<file path="config.mk">
export PLATFORM = sky130hd
export DESIGN_NAME = regfile_wb_scheduler
export DESIGN_NICKNAME = d
export VERILOG_FILES = /design/src/rtl/regfile_wb_scheduler_pkg.sv /design/src/rtl/regfile_wb_scheduler_rr_arbiter.sv /design/src/rtl/regfile_wb_scheduler.sv
export SDC_FILE = /design/constraint.sdc
export NUM_CORES = 1
export LEC_CHECK = 0
export ABC_CLOCK_PERIOD_IN_PS = 3300
export BUFFER_PORTS_ARGS = -buffer_cell sky130_fd_sc_hd__buf_2
export CAP_MARGIN = 20
export CORE_ASPECT_RATIO = 1.2
export CORE_MARGIN = 2
export CORE_UTILIZATION = 45
export DETAILED_ROUTE_END_ITERATION = 8
export GPL_TIMING_DRIVEN = 0
export PLACE_DENSITY = 0.87
export SKIP_LAST_GASP = 1
export SLEW_MARGIN = 25
export SYNTH_ARGS = -nofsm -noshare
export SYNTH_HDL_FRONTEND = slang
export SYNTH_SLANG_ARGS = --single-unit
</file>
<file path="constraint.sdc">
create_clock -name clk -period 3.3 [get_ports clk]
set_input_delay 0.66 -clock clk [delete_from_list [all_inputs] [get_ports clk]]
set_output_delay 0.66 -clock clk [all_outputs]
set_load 0.1 [all_outputs]
</file>
<file path="src/rtl/regfile_wb_scheduler_pkg.sv">
// Shared defaults and types for the register-file writeback scheduler and
// the scalar register file it drives.
package regfile_wb_scheduler_pkg;

  localparam int REGISTERS_DEF = 32;
  localparam int WIDTH_DEF     = 32;
  localparam int NREQ_DEF      = 3;
  localparam int ADDR_W        = $clog2(REGISTERS_DEF);

  typedef logic [ADDR_W-1:0]    reg_addr_t;
  typedef logic [WIDTH_DEF-1:0] reg_data_t;

  // Round-robin successor of a granted index, wrapping modulo n.
  function automatic int rr_next(input int idx, input int n);
    return (idx + 1 >= n) ? 0 : idx + 1;
  endfunction

endpackage

</file>
<file path="src/rtl/regfile_wb_scheduler_rr_arbiter.sv">
// Round-robin arbiter: the first requester at or after ptr (wrapping) wins,
// and the grant is one-hot or all zero.
module rr_arbiter #(
  parameter int NREQ = 3,
  parameter int PW   = (NREQ > 1) ? $clog2(NREQ) : 1
) (
  input  logic [NREQ-1:0] req,
  input  logic [PW-1:0]   ptr,
  output logic [NREQ-1:0] grant
);

  int   idx;
  logic found;

  always_comb begin
    grant = '0;
    found = 1'b0;
    idx   = 0;
    for (int off = 0; off < NREQ; off++) begin
      idx = (int'(ptr) + off) % NREQ;
      if (!found && req[idx]) begin
        grant[idx] = 1'b1;
        found      = 1'b1;
      end
    end
  end

endmodule

</file>
<file path="src/rtl/regfile_wb_scheduler.sv">
// Writeback scheduler: arbitrates register-file write requests and keeps a
// busy scoreboard that stalls issue on RAW and WAW hazards.
module regfile_wb_scheduler
  import regfile_wb_scheduler_pkg::*;
#(
  parameter int REGISTERS = REGISTERS_DEF,
  parameter int WIDTH     = WIDTH_DEF,
  parameter int NREQ      = NREQ_DEF
) (
  input  logic                                     clk,
  input  logic                                     rst_n,
  input  logic [NREQ-1:0]                          req_valid,
  input  logic [NREQ-1:0][$clog2(REGISTERS)-1:0]   req_addr,
  input  logic [NREQ-1:0][WIDTH-1:0]               req_data,
  output logic [NREQ-1:0]                          req_ready,
  input  logic                                     issue_valid,
  input  logic [$clog2(REGISTERS)-1:0]             issue_rd,
  input  logic [$clog2(REGISTERS)-1:0]             issue_rs1,
  input  logic [$clog2(REGISTERS)-1:0]             issue_rs2,
  output logic                                     issue_stall,
  output logic                                     we3,
  output logic [$clog2(REGISTERS)-1:0]             a3,
  output logic [WIDTH-1:0]                         wd3,
  output logic [REGISTERS-1:0]                     busy
);

  localparam int AW = $clog2(REGISTERS);
  localparam int PW = (NREQ > 1) ? $clog2(NREQ) : 1;

  logic [NREQ-1:0]      grant;
  logic [PW-1:0]        grant_idx;
  logic                 handshake;
  logic                 we3_q, we3_d;
  logic [AW-1:0]        a3_q, a3_d;
  logic [WIDTH-1:0]     wd3_q, wd3_d;
  logic [REGISTERS-1:0] busy_q, busy_d;
  logic [PW-1:0]        rr_ptr_q, rr_ptr_d;

  rr_arbiter #(.NREQ(NREQ), .PW(PW)) u_rr_arbiter (
    .req   (req_valid),
    .ptr   (rr_ptr_q),
    .grant (grant)
  );

  // Grants are suppressed during reset so no handshake can be seen then.
  assign req_ready   = rst_n ? grant : '0;
  assign handshake   = |(req_valid & req_ready);
  assign issue_stall = issue_valid & (busy_q[issue_rs1] | busy_q[issue_rs2] | busy_q[issue_rd]);

  assign we3  = we3_q;
  assign a3   = a3_q;
  assign wd3  = wd3_q;
  assign busy = busy_q;

  always_comb begin
    grant_idx = '0;
    for (int i = 0; i < NREQ; i++) begin
      if (grant[i]) grant_idx = PW'(i);
    end
  end

  always_comb begin
    we3_d    = handshake;
    a3_d     = a3_q;
    wd3_d    = wd3_q;
    rr_ptr_d = rr_ptr_q;
    if (handshake) begin
      a3_d     = req_addr[grant_idx];
      wd3_d    = req_data[grant_idx];
      rr_ptr_d = PW'(rr_next(int'(grant_idx), NREQ));
    end
  end

  // Clear is applied first so a same-cycle set on the same register wins.
  always_comb begin
    busy_d = busy_q;
    if (we3_q) busy_d[a3_q] = 1'b0;
    if (issue_valid && !issue_stall) busy_d[issue_rd] = 1'b1;
  end

  always_ff @(posedge clk or negedge rst_n) begin
    if (!rst_n) begin
      we3_q    <= 1'b0;
      a3_q     <= '0;
      wd3_q    <= '0;
      busy_q   <= '0;
      rr_ptr_q <= '0;
    end else begin
      we3_q    <= we3_d;
      a3_q     <= a3_d;
      wd3_q    <= wd3_d;
      busy_q   <= busy_d;
      rr_ptr_q <= rr_ptr_d;
    end
  end

endmodule

</file>
==> out/metrics.yaml, run 1 <==
portBuffers: 197
syn_nets: 615
antenna_found_initial: 0
synth_mux_area_frac: 0.279
cts_buffers: 9
synthSimpleGateAreaFrac: 0.116
path_class: "reg -> out"
yosysWarningCount: 0
layout_min_cycle_time_ns: 3.26
drv_slew: 0
slew_headroom: 0.472
cts.root.buffer_cell: "clkbuf_16"
start_util: 0.458
num_io_pins: 206
worst_setup_path_end_kind: "output port"
ant_nets: 0
drt_iter0_drc: 220
drive_gt1_frac: 0.463
final_common_cell: "buf_2"
ys_seq_elements: 72
die-area_um2: 12000
drc: 0
avgSynthCellArea_um2: 10.5
final_cell_mix: "205 x buf_2, 72 x dfrtp_1, 63 x mux2i_1, 60 x o21ai_0, 48 x nand2_1"
wl_per_cell_um: 19.7
dieHeight_um: 120
final.setup_skew_ns: 0.00557
hold_viol: 0
synthCells: 479
hold_path.class: "in -> async"
start_kind: "flop"
vias: 4960
synth_compound_area_frac: 0.189
final_util: 0.603
synth_area_leader_cell: "dfrtp_1"
synth_top_family_by_area: "multiplexers"
diodes: 0
async_flop_share: 1.00
grt_overflow: 0
holdBufCountCts: 0
via_per_inst: 5.99
yosys-top-cells-area: "dfrtp_1 36%, mux2i_1 13%, mux2_2 8.1%"
cts.clk_slew.worst_paths_ns: 0.06
synth_edf_count: 0
syn_to_final_growth_pct: 31.6
finalSetupViolCount: 0
htreeDepth: 3
worstPathArrival_ns: 2.60
grt_pass1_vias: 4835
nets: 827
rrSetupSlack_ns: 0.25
finalCritPeriodShare: 0.989
rsz0062_at_grt: "yes"
critPathRequiredTime_ns: 2.64
maxCapViolCount: 0
grt_usage: 0.273
coreArea_um2: 10900
synthAdderAreaFrac: 0.00999
tightest_slew_ns: 0.792
clk_path_buf_depth: 2
fmax_mhz: 306
cts.sinks: 72
yosysTopAreaCellShare: 0.360
status: "completed"
die-width_um: 100
synth_cell_types: 57
synth-seq-area-share: 0.360
rows: 42
drt_first_pass_iters: 5
fillerInstances: 905
grt_max_degree: 41
wirelength_um: 16300
synthXorXnorAreaFrac: 0
gp_congestion: 0.992
ys.flop_type: "dfrtp_1"
place_hpwl_um: 12800
grt_pass1_wl_um: 25200
insertion_delay_ns: 0.33
timing.setup.tns_ns: 0
cts_tree: "yes"
crit_path_max_fanout: 10
syn_area_um2: 5010
-- synthesized netlist by cell type (all sizes together), types with 2 or more instances --
cell type  count
nand3b        10
mux2i         63
o21a           2
o31ai         33
a21oi          3
or3b           4
clkbuf        12
or2            2
o21ai         71
nand3          8
nor2           8
nand2         48
a21boi         2
inv           10
ha             4
o32ai          2
mux4          14
o211ai         2
dfrtp         72
a311oi         2
nand2b        10
or3            2
mux2          38
a22oi          8
nor2b          4
buf           22
and2           2
nor3b          2
and4b          2
nor3           3
-- per-stage QoR --
stage	worst slack [ns]	hold slack (ns)	cell area, um2	std cells
6_report	0.0359	0.282	6590	828
5_1_grt	-0.0940	0.302	6590	828
4_1_cts	-0.0478	0.284	6540	826
3_5_place_dp	-0.145	0.489	6190	809
3_3_place_gp	-0.134	0.474	6170	808
2_1_floorplan	0.182	0.364	5010	479
-- registers in the layout, summed over array words and instances (netlist names) --
signal and cells:
we3 1, rr_ptr_q 2, a3 5, wd3 32
busy 32
-- final timing paths --
kind | depth (start not counted) | endpoint | start
setup / recovery | 9 | req_ready[2] | rr_ptr_q[0]
hold / removal | 1 | wd3[10] | rst_n
setup reg to reg | 11 | wd3[2] | rr_ptr_q[0]
hold reg to reg | 1 | wd3[13] | wd3[13]
max in group asynchronous | 2 | busy[26] | rst_n
min in group clk | 1 | wd3[13] | wd3[13]
-- cell families after synthesis --
group	after synthesis
adders and majority gates	4
buffers and inverters	44
DFF	72
AOI/OAI and AO/OA	135
and+or+nand+nor	109
muxes	115
-- area by class of cell --
class | instances | area (um2) | share of cell area
multi-input combinational | 363 | 3000 | 0.455
sequential | 72 | 1800 | 0.273
tap | 132 | 165 | 0.0250
buffer | 34 | 208 | 0.0315
inverter | 10 | 37.5 | 0.00569
clock inverter | 6 | 82.6 | 0.0125
timing repair buffer | 201 | 1060 | 0.160
clock buffer | 10 | 239 | 0.0362
-- worst max-delay path: stages (launching register included) --
cell     delay (ns)
dfrtp_1        0.38
inv_1          0.09
ha_1           0.28
buf_2          0.20
mux2_1         0.37
a21oi_2        0.26
o32ai_4        0.15
buf_4          0.17
and2_2         0.20
buf_12         0.17
-- what timing repair did --
item                                    in CTS  in global routing
cloned                                       0                  0
pin swaps                                    0                  2
resized for setup                            8                 14
setup buffers                                1                  2
endpoints found under the setup margin       3                  4
-- layer usage --
metal	up-vias	track usage	wire, um
met1	2377	0.325	6120
met4	0	0.111	503
met2	308	0.479	8340
met3	48	0.0518	1330
met5	-	0	0
li1	2227	-	-
Power of run 1 is not shown: default switching activity piles up to over one toggle a cycle in this logic, so the estimate is an artifact.
==> run 2: changes to the inputs <==
Settings changed: RECOVER_POWER set to 25.
==> run 2 against run 1 <==
Compared with the run above:
- the run now ends with max-capacitance violations, max-slew violations left
- fmax rose by 0.13%
- worst hold slack got worse by 0.0095 ns
- critical path depth is the same
- routed wire length up 0.26%
- die area did not move
- largest cell class unchanged
==> out/metrics.yaml, run 2 (synthesized netlist as in run 1, its figures left out) <==
status: "finished with violations"
violations: "max-capacitance violations, max-slew violations"
rrSetupSlack_ns: 0.25
drive_gt1_frac: 0.461
slew_headroom: -0.434
critPathRequiredTime_ns: 2.64
via_per_inst: 5.96
rr_worst_depth: 11
start_util: 0.458
cts.clk_slew.worst_paths_ns: 0.06
num_io_pins: 206
die-area_um2: 12000
start_kind: "flop"
gp_congestion: 0.992
post-place-ws_ns: -0.145
grt_max_degree: 41
finalCritPeriodShare: 0.988
ant_nets: 0
htreeDepth: 3
diodes: 0
finalSetupViolCount: 0
grt_overflow: 0
cts.sinks: 72
wl_per_cell_um: 19.7
cts_buffers: 9
maxCapViolCount: 1
final_common_cell: "buf_2"
crit_path_start: "rr_ptr_q[0]"
holdBufCountCts: 0
rows: 42
wirelength_um: 16300
coreArea_um2: 10900
drv_slew: 41
crit_end: "req_ready[2]"
final_cell_mix: "205 x buf_2, 72 x dfrtp_1, 63 x mux2i_1, 60 x o21ai_0, 48 x nand2_1"
drt_iter0_drc: 233
drc: 0
place_hpwl_um: 12800
worstPathArrival_ns: 2.60
grt_pass1_wl_um: 25200
worst_setup_path_end_kind: "output port"
regArea_um2: 1800
hold_path.class: "in -> async"
r2r-end: "wd3[2]"
grt_pass1_vias: 4835
tightest_slew_ns: 2.15
dp.cells: 809
layout_min_cycle_time_ns: 3.26
die-width_um: 100
grt_usage: 0.273
final.setup_skew_ns: 0.00593
antenna_found_initial: 0
postLayoutSetupSlackWorst_ns: 0.0403
portBuffers: 197
path_class: "reg -> out"
stdcell_count: 828
dieHeight_um: 120
rsz0062_at_grt: "yes"
cts.root.buffer_cell: "clkbuf_16"
nets: 827
r2r_start: "rr_ptr_q[0]"
vias: 4934
hold_viol: 0
insertion_delay_ns: 0.33
clk_path_buf_depth: 2
crit_path_max_fanout: 10
cts_tree: "yes"
fmax_mhz: 307
fillerInstances: 906
drt_first_pass_iters: 5
multiInputGateArea_um2: 3000
syn_to_final_growth_pct: 31.3
[run 2: final cells by class]
type | count | area share
Buffer | 34 | 0.0316
Multi-Input combinational cell | 363 | 0.457
Timing Repair Buffer | 201 | 0.158
Clock buffer | 10 | 0.0363
Clock inverter | 6 | 0.0126
Sequential cell | 72 | 0.274
Inverter | 10 | 0.00571
Tap cell | 132 | 0.0251
[run 2: repair_timing]
item                                    CTS  global route
resized for setup                         8            14
pin swaps                                 0             2
buffers inserted                          1             2
endpoints found under the setup margin    3             4
[run 2: worst min path at each step]
| stage | from | end | slack, ns | cells past startpoint |
|---|---|---|---|---|
| global route | rst_n | wd3[10] | 0.30 | 1 |
| global placement | wd3[15] | wd3[15] | 0.47 | 1 |
| floorplan | rst_n | a3[0] | 0.36 | 0 |
| CTS | rst_n | wd3[10] | 0.28 | 1 |
| finish | rst_n | wd3[10] | 0.27 | 1 |
| detailed placement | wd3[13] | wd3[13] | 0.49 | 1 |
[run 2: through the flow]
stage | hold slack [ns] | util | instance area [um2] | setup TNS (ns)
2_1_floorplan | 0.364 | - | 5010 | 0
5_1_grt | 0.297 | 0.602 | 6580 | -0.0945
3_5_place_dp | 0.489 | 0.566 | 6190 | -0.209
3_3_place_gp | 0.474 | 0.564 | 6170 | -0.215
6_report | 0.272 | 0.602 | 6580 | 0
4_1_cts | 0.284 | 0.598 | 6540 | -0.0478
[run 2: layer usage]
layer / wire length [um] / share of wire / up-vias / track usage
met5: 0 / 0 / - / 0
met4: 507 / 0.031 / 0 / 0.111
met3: 1270 / 0.078 / 50 / 0.0518
met2: 8330 / 0.51 / 295 / 0.479
met1: 6230 / 0.38 / 2366 / 0.325
li1: - / - / 2223 / -
[run 2: worst max-delay path, stage by stage (launching register included)]
cell and delay, ns:
dfrtp_1 0.38, inv_1 0.09, ha_1 0.28, buf_2 0.19
mux2_1 0.37, a21oi_2 0.25, o32ai_4 0.15, buf_4 0.17
and2_2 0.20, buf_12 0.17
Power of run 2 is left out for the same reason.
